===== src/rtl/fetch_buffer.sv =====
`default_nettype none
// ============================================================================
// Module   : fetch_buffer
// Purpose  : Instruction fetch buffer behind the IF1 output register stage.
//            Packets are stored in a circular FIFO. Each packet holds a PC,
//            two instructions and exception info. The oldest packet is
//            presented to decode through a valid/ready handshake. The block
//            produces a full flag for fetch backpressure. A pipeline flush
//            discards every stored packet.
// Revision : 1.0 - initial release
// ----------------------------------------------------------------------------
// Parameters:
//   DEPTH  number of packet entries (power of two, 2..32)
//   PTR_W  index width, derived from DEPTH
// Ports:
//   clk, rstn       clock; asynchronous active-low reset
//   flush           synchronous flush, empties the buffer
//   in_valid/ready  upstream handshake
//   in_pc, in_inst0, in_inst1, in_excp, in_badv   incoming packet
//   out_valid/ready downstream handshake to decode
//   out_pc, out_inst0, out_inst1, out_inst_vld, out_excp, out_badv
//                   head packet; forced to NOP / zero when empty
//   fetch_buf_full  buffer holds DEPTH entries
//   count           number of occupied entries
// Optional feature macro:
//   FETCH_BUF_BYPASS_EN  When defined, a packet arriving at an empty buffer
//                        is presented to decode in the same cycle. It is not
//                        written if decode takes it in that cycle.
// ============================================================================
module fetch_buffer #(
  parameter  int DEPTH = 8,
  localparam int PTR_W = $clog2(DEPTH)
) (
  input  logic             clk,
  input  logic             rstn,
  input  logic             flush,
  input  logic             in_valid,
  output logic             in_ready,
  input  logic [31:0]      in_pc,
  input  logic [31:0]      in_inst0,
  input  logic [31:0]      in_inst1,
  input  logic [6:0]       in_excp,
  input  logic [31:0]      in_badv,
  output logic             out_valid,
  input  logic             out_ready,
  output logic [31:0]      out_pc,
  output logic [31:0]      out_inst0,
  output logic [31:0]      out_inst1,
  output logic [1:0]       out_inst_vld,
  output logic [6:0]       out_excp,
  output logic [31:0]      out_badv,
  output logic             fetch_buf_full,
  output logic [PTR_W:0]   count
);

  localparam logic [31:0]  NOP_INST = 32'h0340_0000;
  localparam logic [PTR_W:0] PTR_ONE = {{PTR_W{1'b0}}, 1'b1};

  // Packet storage (no reset; contents are only read while valid)
  logic [31:0] mem_pc    [DEPTH];
  logic [31:0] mem_inst0 [DEPTH];
  logic [31:0] mem_inst1 [DEPTH];
  logic [6:0]  mem_excp  [DEPTH];
  logic [31:0] mem_badv  [DEPTH];

  // Pointers carry an extra wrap bit above the index
  logic [PTR_W:0]   wptr;
  logic [PTR_W:0]   rptr;
  logic [PTR_W-1:0] widx;
  logic [PTR_W-1:0] ridx;

  logic empty;
  logic full;
  logic push;
  logic pop;
  logic wr_en;
  logic bypass;
  logic show;

  assign widx  = wptr[PTR_W-1:0];
  assign ridx  = rptr[PTR_W-1:0];
  assign empty = (wptr == rptr);
  assign full  = (widx == ridx) && (wptr[PTR_W] != rptr[PTR_W]);
  assign count = wptr - rptr;
  assign fetch_buf_full = full;

  assign in_ready = !full && !flush;
  assign push     = in_valid && in_ready;

`ifdef FETCH_BUF_BYPASS_EN
  // The incoming packet drives the outputs directly while the buffer is empty
  assign bypass = empty && in_valid && !flush;
`else
  assign bypass = 1'b0;
`endif

  assign show      = !empty || bypass;
  assign out_valid = show && !flush;

  // A bypassed packet does not use the storage, so only a stored head moves rptr
  assign pop   = out_valid && out_ready && !empty;
  // A bypassed packet that decode accepts in the same cycle is never written
  assign wr_en = push && !(bypass && out_ready);

  // Pointer state
  always_ff @(posedge clk or negedge rstn) begin
    if (!rstn) begin
      wptr <= '0;
      rptr <= '0;
    end else if (flush) begin
      wptr <= '0;
      rptr <= '0;
    end else begin
      if (wr_en) wptr <= wptr + PTR_ONE;
      if (pop)   rptr <= rptr + PTR_ONE;
    end
  end

  // Storage write
  always_ff @(posedge clk) begin
    if (wr_en) begin
      mem_pc[widx]    <= in_pc;
      mem_inst0[widx] <= in_inst0;
      mem_inst1[widx] <= in_inst1;
      mem_excp[widx]  <= in_excp;
      mem_badv[widx]  <= in_badv;
    end
  end

  // Head packet selection
  always_comb begin
    out_pc       = '0;
    out_inst0    = NOP_INST;
    out_inst1    = NOP_INST;
    out_excp     = '0;
    out_badv     = '0;
    out_inst_vld = 2'b00;
    if (!empty) begin
      out_pc    = mem_pc[ridx];
      out_inst0 = mem_inst0[ridx];
      out_inst1 = mem_inst1[ridx];
      out_excp  = mem_excp[ridx];
      out_badv  = mem_badv[ridx];
    end else if (bypass) begin
      out_pc    = in_pc;
      out_inst0 = in_inst0;
      out_inst1 = in_inst1;
      out_excp  = in_excp;
      out_badv  = in_badv;
    end
    // pc[2]=1 means slot0 lies before the fetch target. With an exception,
    // only the first valid slot is marked so that one slot carries the fault.
    if (show) begin
      if (out_pc[2])
        out_inst_vld = 2'b10;
      else if (out_excp != 7'd0)
        out_inst_vld = 2'b01;
      else
        out_inst_vld = 2'b11;
    end
  end

endmodule
`default_nettype wire


===== config.mk =====
export PLATFORM = sky130hd
export DESIGN_NAME = fetch_buffer
export DESIGN_NICKNAME = d
export VERILOG_FILES = /design/src/rtl/fetch_buffer.sv
export SDC_FILE = /design/constraint.sdc
export NUM_CORES = 1
export LEC_CHECK = 0
export ABC_AREA = 1
export CAP_MARGIN = 20
export CORE_ASPECT_RATIO = 1.1
export CORE_MARGIN = 1
export CORE_UTILIZATION = 33
export DETAILED_ROUTE_END_ITERATION = 10
export GPL_TIMING_DRIVEN = 0
export HOLD_SLACK_MARGIN = 0.05
export PLACE_DENSITY_LB_ADDON = 0.3
export SKIP_CTS_REPAIR_TIMING = 1
export SKIP_LAST_GASP = 1
export SLEW_MARGIN = 0
export SYNTH_ARGS = -nofsm -noshare
export SYNTH_HDL_FRONTEND = slang
export SYNTH_SLANG_ARGS = --single-unit

===== constraint.sdc =====
create_clock -name clk -period 23.7 [get_ports clk]
set_input_delay 4.74 -clock clk [delete_from_list [all_inputs] [get_ports clk]]
set_output_delay 4.74 -clock clk [all_outputs]
set_load 0.03 [all_outputs]

==> summary.txt <==
status: finished clean
Synth area leader: edfxtp_1
leakage power: 17.22 nW
clock latency on the worst-skew pair: 0.74 ns
post-route cell area: 52150 um2
antenna-violating nets left: 0
# DRC: 0
register area: 32630 um2
First-pass DRT Iterations: 5
Detailed Route WL: 123400 um
Synth Register Bits: 1088
die footprint: 130700 um2
Worst-path clk slew: 0.06 ns
# Max-Cap Violations: 0
post-synth top area share: 76.04%
initial drt markers: 2222
post-DR vias/cell: 5.034
Die X: 344.8 um
layout cells sized above 1: 9.171%
htree depth: 3
drt wl/cell: 22.70 um
met2 Resource Use GR: 31.48%
multi-input logic area: 8582 um2
nets@finish: 3814
GRT met3 Usage: 3.601%
Detailed Place HPWL: 82380 um
synth warn: 0
number of synthesized flops with an enable pin: 1080
GRT Max-Usage Layer: met2
Final Hold Fails: 0
Place WS: 12.69 ns
worst path required time: 18.96 ns
Arrival @ worst endpoint: 6.27 ns
fillers: 11850
syn_nets: 3366
Post-Syn Area per Cell: 13.25 um2
startpoint types: primary input
Setup Crit Path Kind: in2out
Most used DFF post-synth: edfxtp_1
part of the Yosys area used for sequential elements: 76.51%
crit-path max FO: 3
maximum VDD drop: 52.54 uV
Synth top cells by count: 1080 x edfxtp_1, 750 x nor2_1, 431 x o21ai_0
PnR Total Power: 5.271 mW
final setup vio count: 0
vias in the first global route: 26880
Slew HR: 29.47%
CP endpoint kind: output port
Pins Over Slew Limit: 0
CTS max path bufs: 3
cell area power density: 101.1 nW/um2
Hold Crit Class: reg2reg
Async SR Flop Fraction: 0.7353%
initial antenna violation count: 17
grt total ovfl: 0
PnR worst setup slack: 12.69 ns
Post-Syn Area: 42650 um2
port bufs: 283
Final GP Congestion: 0.7663
Tmin final: 11.01 ns
CTS tree: built
Core Area: 127500 um2
Starting Density: 33.44%
# rows: 137
final core utilization: 40.89%
fin crit share: 46.44%
number of library cell types mapped by synthesis: 30
global-route wire length before repair: 178300 um
largest net degree at the start of global routing: 32
Area growth syn-to-layout: 22.28%
Setup Skew: 0.02799 ns
GRT Overall Usage: 18.69%
R2R setup slack: 17.65 ns
Sink Count: 1088
Placement Cell Area: 48620 um2
Post-Synthesis Cells: 3220
Max Fclk: 0.09085 GHz
CTS buffer count: 108
boundary pin count: 284
RSZ-0062 raised after global routing: false
top-count cell post-synth: edfxtp_1
met1 Usage GRT: 24.03%
top cells by area, synth: edfxtp_1 76%, nor2_1 6.6%, o21ai_0 5.1%
Root Driver: clkbuf_16
via count: 27360
Tightest Pin Transition: 1.058 ns
Die Y: 379.1 um
[stage by stage]
stage,TNS (ns),std cells,hold slack [ns]
after global routing,0,5433,0.5776
after CTS,0,5430,0.5298
after global placement,-32.88,5171,0.5059
after floorplan,0,3220,0.4859
final,0,5435,0.5289
after detailed placement,0,5226,0.5175
[flip-flops by register name, summed over array words and instances, names as in the netlist]
name       cells
mem_inst0    256
rptr           4
wptr           4
mem_inst1    256
mem_badv     256
mem_excp      56
mem_pc       256
[where the power goes]
group          internal [mW]  total [mW]  switching [mW]
sequential              2.15        2.16         0.00722
combinational          0.454        1.40           0.949
clock                  0.968        1.71           0.744
total                   3.57        5.27            1.70
[cell type report]
| cell class | count | share of cell area, % |
|---|---|---|
| sequential | 1088 | 62.57 |
| multi-input combinational | 1840 | 16.46 |
| timing repair buffer | 338 | 7.336 |
| clock buffer | 129 | 5.374 |
| tap | 1668 | 4.002 |
| buffer | 224 | 2.370 |
| clock inverter | 75 | 1.372 |
| inverter | 68 | 0.4990 |
| antenna | 5 | 0.02399 |
[worst max-delay path, cell delays in order]
cell             delay (ns)
clkdlybuf4s50_1        0.47
nor2_1                 0.31
clkdlybuf4s50_1        0.74
[layout by cell type (no fill, tap or decap), types with 42 or more instances in the layout]
| cell type | netlist | routed |
|---|---|---|
| a31oi_1 | 121 | 121 |
| buf_2 | 67 | 67 |
| buf_6 | 28 | 42 |
| clkbuf_1 | 86 | 104 |
| clkbuf_16 | 0 | 109 |
| clkdlybuf4s50_1 | 0 | 283 |
| edfxtp_1 | 1080 | 1080 |
| inv_1 | 64 | 64 |
| nand2_1 | 110 | 110 |
| nand3_1 | 73 | 73 |
| nor2_1 | 750 | 743 |
| o21ai_0 | 431 | 431 |
| o21ai_1 | 200 | 200 |
| o22ai_1 | 124 | 124 |
[cells by family after synthesis]
kind of cell,after synthesis,synth area share [%]
DFF,1088,76.51
xor gates and xnor gates,5,0.1203
and+or+nand+nor,935,8.452
AOI/OAI and AO/OA,894,11.22
adders and majority gates,6,0.1936
buffers and inverters,292,3.503
[metal layers]
metal / vias up / wire length (um)
met4: 6 / 3357
met5: - / 41
met2: 945 / 60810
met1: 13480 / 50810
li1: 12740 / -
met3: 196 / 8355
[worst paths after layout]
kind	end	cells after the start	from
worst max-delay path	out_valid	3	flush
worst min-delay path	wptr[3]	1	wptr[3]
min in group asynchronous	wptr[3]	1	rstn
worst max register to register	mem_badv[6][6]	23	rptr[2]
max in group asynchronous	wptr[1]	1	rstn
worst min register to register	wptr[3]	1	wptr[3]
Note: power is estimated with default switching activity, not from simulation.
